<file path="src/rtl/rtoc_ttl_out_driver.sv">
// ---------------------------------------------------------------------------
// rtoc_ttl_out_driver
//
// Output stage placed after the real-time output FIFO core. Each cycle in
// which counter_matched is high carries a due event in rto_out. The low
// DATA_LEN bits of that word become the new logical channel levels. This
// block registers those levels onto the physical TTL pins and adds the
// following features:
//   * per-channel polarity inversion (logical -> physical),
//   * a software override of the physical pins,
//   * a minimum-hold guard that flags level changes arriving too soon,
//   * saturating per-channel rising-edge counters for readback.
//
// Ports
//   clk              system clock
//   reset            asynchronous, active-high reset
//   counter_matched  one-cycle strobe: rto_out carries a due event
//   rto_out[127:0]   event word: [127:64] timestamp, [DATA_LEN-1:0] levels
//   invert           per-channel physical polarity inversion
//   override_en      1 = pins driven from override_val
//   override_val     physical pin levels while override_en=1
//   count_clear      synchronous clear of all edge counters
//   ttl_out          registered physical pin levels
//   level            scheduled logical level (pre-invert, ignores override)
//   edge_count       flattened counters, channel c at [c*COUNT_WIDTH +: COUNT_WIDTH]
//   hold_error       one-cycle pulse on a minimum-hold violation
//   hold_error_data  rto_out word of the most recent violating event
//
// Interface note: there is no backpressure. counter_matched is a qualifier
// only. Every cycle in which it is high is consumed as one event, including
// consecutive cycles.
// ---------------------------------------------------------------------------
module rtoc_ttl_out_driver #(
    parameter int DATA_LEN    = 1,
    parameter int MIN_HOLD    = 4,
    parameter int COUNT_WIDTH = 32
) (
    input  logic                            clk,
    input  logic                            reset,
    input  logic                            counter_matched,
    input  logic [127:0]                    rto_out,
    input  logic [DATA_LEN-1:0]             invert,
    input  logic                            override_en,
    input  logic [DATA_LEN-1:0]             override_val,
    input  logic                            count_clear,
    output logic [DATA_LEN-1:0]             ttl_out,
    output logic [DATA_LEN-1:0]             level,
    output logic [DATA_LEN*COUNT_WIDTH-1:0] edge_count,
    output logic                            hold_error,
    output logic [127:0]                    hold_error_data
);

    // The hold counter needs a nonzero width even when the guard is
    // disabled. With MIN_HOLD=0 it is reloaded with zero, so it never
    // becomes busy.
    localparam int            HW          = (MIN_HOLD > 0) ? $clog2(MIN_HOLD + 1) : 1;
    localparam logic [HW-1:0] HOLD_RELOAD = (MIN_HOLD > 0) ? HW'(MIN_HOLD - 1) : '0;
    localparam logic [HW-1:0] HOLD_ONE    = HW'(1);
    localparam logic [COUNT_WIDTH-1:0] CNT_ONE = COUNT_WIDTH'(1);
    localparam bit            GUARD_ON    = (MIN_HOLD > 0);

    // State registers
    logic [DATA_LEN-1:0]    level_q, level_d;
    logic [DATA_LEN-1:0]    ttl_q, ttl_d;
    logic [HW-1:0]          hold_q [DATA_LEN];
    logic [HW-1:0]          hold_d [DATA_LEN];
    logic [COUNT_WIDTH-1:0] cnt_q  [DATA_LEN];
    logic [COUNT_WIDTH-1:0] cnt_d  [DATA_LEN];
    logic                   herr_q, herr_d;
    logic [127:0]           herr_data_q, herr_data_d;

    // Combinational helpers
    logic [DATA_LEN-1:0] change;     // channel's level changes this cycle
    logic [DATA_LEN-1:0] hold_busy;  // channel still inside its hold window
    logic [DATA_LEN-1:0] rise;       // logical 0->1 at the coming edge
    logic                violation;

    always_comb begin
        level_d     = level_q;
        ttl_d       = ttl_q;
        herr_d      = 1'b0;
        herr_data_d = herr_data_q;
        change      = '0;
        hold_busy   = '0;
        rise        = '0;
        violation   = 1'b0;

        if (counter_matched) begin
            level_d = rto_out[DATA_LEN-1:0];
            change  = rto_out[DATA_LEN-1:0] ^ level_q;
        end

        // The pin tracks the level being registered at this same edge. This
        // gives the pin the same one-cycle latency as the level register.
        // Override replaces only the pin value. Scheduling continues.
        if (override_en) begin
            ttl_d = override_val;
        end else begin
            ttl_d = level_d ^ invert;
        end

        for (int c = 0; c < DATA_LEN; c++) begin
            hold_busy[c] = (hold_q[c] != '0);
            if (change[c]) begin
                hold_d[c] = HOLD_RELOAD;
            end else if (hold_busy[c]) begin
                hold_d[c] = hold_q[c] - HOLD_ONE;
            end else begin
                hold_d[c] = hold_q[c];
            end
        end

        // A violating change is still applied. The guard only reports it.
        // Several channels violating together raise a single pulse.
        violation = GUARD_ON && (|(change & hold_busy));
        if (violation) begin
            herr_d      = 1'b1;
            herr_data_d = rto_out;
        end

        // The counters are logical. They follow level, not the pin, so
        // invert and override do not affect them.
        rise = level_d & ~level_q;
        for (int c = 0; c < DATA_LEN; c++) begin
            if (count_clear) begin
                cnt_d[c] = '0;
            end else if (rise[c] && !(&cnt_q[c])) begin
                cnt_d[c] = cnt_q[c] + CNT_ONE;
            end else begin
                cnt_d[c] = cnt_q[c];
            end
        end
    end

    always_ff @(posedge clk or posedge reset) begin
        if (reset) begin
            level_q     <= '0;
            ttl_q       <= '0;
            herr_q      <= 1'b0;
            herr_data_q <= '0;
            for (int c = 0; c < DATA_LEN; c++) begin
                hold_q[c] <= '0;
                cnt_q[c]  <= '0;
            end
        end else begin
            level_q     <= level_d;
            ttl_q       <= ttl_d;
            herr_q      <= herr_d;
            herr_data_q <= herr_data_d;
            for (int c = 0; c < DATA_LEN; c++) begin
                hold_q[c] <= hold_d[c];
                cnt_q[c]  <= cnt_d[c];
            end
        end
    end

    assign ttl_out         = ttl_q;
    assign level           = level_q;
    assign hold_error      = herr_q;
    assign hold_error_data = herr_data_q;

    for (genvar g = 0; g < DATA_LEN; g++) begin : g_cnt_flat
        assign edge_count[g*COUNT_WIDTH +: COUNT_WIDTH] = cnt_q[g];
    end

endmodule

</file>
<file path="config.mk">
export PLATFORM = sky130hd
export DESIGN_NAME = rtoc_ttl_out_driver
export DESIGN_NICKNAME = d
export VERILOG_FILES = /design/src/rtl/rtoc_ttl_out_driver.sv
export SDC_FILE = /design/constraint.sdc
export NUM_CORES = 1
export LEC_CHECK = 0
export CAP_MARGIN = 40
export CORE_MARGIN = 2
export CORE_UTILIZATION = 46
export DETAILED_ROUTE_END_ITERATION = 16
export GPL_ROUTABILITY_DRIVEN = 0
export PLACE_DENSITY = 0.86
export SETUP_SLACK_MARGIN = 0.02
export SYNTH_ARGS = -nofsm -noshare
export SYNTH_HDL_FRONTEND = slang
export SYNTH_SLANG_ARGS = --single-unit
</file>
<file path="constraint.sdc">
create_clock -name clk -period 17.3 [get_ports clk]
set_input_delay 4.325 -clock clk [delete_from_list [all_inputs] [get_ports clk]]
set_output_delay 4.325 -clock clk [all_outputs]
set_load 0.005 [all_outputs]
</file>
==> impl_metrics.env <==
export IMPL_final_cell_mix="nand2_1, clkdlybuf4s50_1, dfrtp_1"
export IMPL_slowest_stage="buf_4"
export IMPL_layout_commonest_cell="nand2_1"
export IMPL_fp_row_count=44
export IMPL_clkLatencyLatePin_ns=0.42
export IMPL_drt_initial_drc_count=479
export IMPL_yosys_register_bits=166
export IMPL_slew_viol_final=0
export IMPL_io_pins=298
export IMPL_crit_fanout=87
export IMPL_synth_cell_types=36
export IMPL_drive_above_1_share_pct=4.101
export IMPL_cts_hold_fix_buffers=0
export IMPL_max_slew_margin_pct=43.20
export IMPL_syn_area_um2=6882
export IMPL_synth_edff_count=0
export IMPL_worst_pin_slew_ns=0.8520
export IMPL_regToRegStartpoint="hold_q[1]"
export IMPL_leakagePower_nw=4.908
export IMPL_hold_viol=0
export IMPL_grt_start_max_net_pins=91
export IMPL_crit_type="in2reg"
export IMPL_grt_pass1_vias=6468
export IMPL_cts_tree="yes"
export IMPL_critPathMaxStageDelay_ns=0.77
export IMPL_setup_viol=0
export IMPL_critPathLaunchType="input port"
export IMPL_port_buffers=297
export IMPL_cts_setup_buffers=0
export IMPL_die_h_um=126.3
export IMPL_rsz0062_at_grt="no"
export IMPL_fin_ws_ns=10.57
export IMPL_cts_buffers=17
export IMPL_crit_start="rto_out[0]"
export IMPL_n_antenna_cell=0
export IMPL_endpoint_kind="flop"
export IMPL_antenna_found_initial=0
export IMPL_drcViolationCount=0
export IMPL_core_area_um2=14590
export IMPL_clock_path_buffers=2
export IMPL_route_detailed_wl_per_inst_um=16.42
export IMPL_ys_flop_type="dfrtp_1"
export IMPL_h_tree_depth=4
export IMPL_cts_resized=0
export IMPL_cts_sinks=166
export IMPL_drtPass1Iterations=5
export IMPL_cp_arrival_ns=7.08
export IMPL_max_freq_mhz=148.6
export IMPL_r2r_end="hold_error_data[80]"
export IMPL_endpoint="hold_error_data[80]"
export IMPL_finalCriticalPeriod_ns=6.731
export IMPL_die_area_um2=15950
export IMPL_r2r_cells=8
export IMPL_grt_pass1_wl_mm=33.11
export IMPL_via_count=6523
export IMPL_ant_nets=0
export IMPL_wl_mm=20.64
export IMPL_final_setup_tns_ns=0
export IMPL_grt_overflow=0
export IMPL_hpwl_mm=14.14
export IMPL_synthCells=776
export IMPL_ys_warn_count=0
export IMPL_grtUsageTotal_pct=26.13
export IMPL_area_delta_synth_final_pct=54.45
export IMPL_synthesis_nets=914
export IMPL_finalCritPeriodShare_pct=38.91
export IMPL_start_util_pct=47.17
export IMPL_via_per_inst=5.189
export IMPL_status="completed"
export IMPL_async_flop_share_pct=100.0
export IMPL_fin_skew_ns=0.01277
export IMPL_ir_drop_mv=0.09934
export IMPL_r2r_slack_ns=14.58
export IMPL_critPathMostFrequentCell="nand2_1"
export IMPL_dp_slack_ns=10.13
export IMPL_powerDensity_nw_per_um2=137.4
export IMPL_seq_area_frac_synth_pct=60.36
export IMPL_worst_endpoint_required_ns=17.65
export IMPL_syn_avg_cell_area_um2=8.868
export IMPL_root_buffer="clkbuf_16"
export IMPL_finish_net_count=1199
export IMPL_cts_clk_slew_worst_paths_ns=0.06
export IMPL_maxCapViolCount=0
export IMPL_die_w_um=126.3
export IMPL_crit_chain="clkdlybuf4s50_1, xor2_1, nand2_1, or2_4, inv_4, buf_4, nand2_1, nand2_1"
export IMPL_min_path_type="reg2reg"
how the worst min path moves through the flow:
stage,startpoint,to,cells past startpoint
after floorplan,hold_error_data[0],hold_error_data[0],2
after global routing,hold_error_data[109],hold_error_data[109],2
after detailed placement,hold_error_data[119],hold_error_data[119],2
final,hold_error_data[119],hold_error_data[119],2
after CTS,hold_error_data[109],hold_error_data[109],2
after global placement,hold_error_data[70],hold_error_data[70],2
layout make-up:
| type | instances | area, um2 |
|---|---|---|
| Clock inverter | 8 | 125.1 |
| Inverter | 10 | 45.04 |
| Timing Repair Buffer | 305 | 3074 |
| Tap cell | 184 | 230.2 |
| Clock buffer | 23 | 457.9 |
| Multi-Input combinational cell | 561 | 2542 |
| Sequential cell | 166 | 4154 |
| Fill cell | 1058 | 3960 |
sequential cells by signal, indices dropped and copies added (netlist names):
register and count:
hold_error_data 128, level 1, ttl_out 1, hold_error 1
hold_q 3, edge_count 32
power by group:
part / total (mW) / internal, mW / leakage [nW] / switching (mW)
combinational: 0.494 / 0.292 / 2.52 / 0.202
sequential: 0.587 / 0.516 / 2.10 / 0.0715
clock: 0.378 / 0.230 / 0.281 / 0.148
total: 1.46 / 1.04 / 4.91 / 0.422
worst max-delay path: cells and delay by family:
| kind | cells | cell delay [ns] |
|---|---|---|
| AND/OR/NAND/NOR | 4 | 0.83 |
| XOR/XNOR | 1 | 0.20 |
| buffers and inverters | 3 | 1.71 |
layer usage:
metal	global-route usage [%]	wire length, um	vias up
li1	-	-	3072
met1	32.19	8106	3092
met2	42.31	9961	302
met3	8.857	1772	57
met4	11.12	803	0
met5	0	0	-
logic make-up after synthesis:
logic type	synth area share (%)
fa+ha+maj	0.5455
mux	0.4727
buf+inv	2.727
xor+xnor	1.146
compound gates	4.691
flops	60.36
simple gates	30.05
per-stage QoR:
stage,instance area (um2),total power [mW],instances,hold WS (ns),util (%)
after global placement,9975,1.065,1222,0.4560,68.37
final,10630,1.460,1257,0.4699,72.86
after global routing,10630,1.549,1257,0.4939,72.86
after CTS,10630,1.472,1257,0.4766,72.86
after detailed placement,10050,1.085,1226,0.4617,68.86
after floorplan,6882,0.7406,776,0.4697,-
Yosys cell counts (2+ instances only):
| cell | n | area share, % |
|---|---|---|
| clkbuf_1 | 33 | 1.8 |
| inv_1 | 10 | 0.55 |
| o21ai_0 | 13 | 0.95 |
| or2_2 | 3 | 0.27 |
| and4_1 | 3 | 0.38 |
| nor2b_1 | 3 | 0.27 |
| or3_1 | 12 | 1.1 |
| xnor2_1 | 8 | 1.0 |
| nand4_1 | 14 | 1.3 |
| o41ai_1 | 2 | 0.25 |
| or4_1 | 12 | 1.3 |
| dfrtp_1 | 166 | 60 |
| nand4b_1 | 2 | 0.25 |
| nand2_1 | 398 | 22 |
| a21oi_1 | 25 | 1.8 |
| and2_1 | 2 | 0.18 |
| nor2_1 | 18 | 0.98 |
| ha_1 | 3 | 0.55 |
| nand3_1 | 11 | 0.80 |
| nor3_1 | 3 | 0.22 |
| o31ai_1 | 11 | 1.2 |
| buf_2 | 3 | 0.22 |
| buf_1 | 3 | 0.16 |
| nor4_1 | 5 | 0.45 |
| mux2_2 | 2 | 0.33 |
No activity file was read; power rests on OpenSTA's default activity.
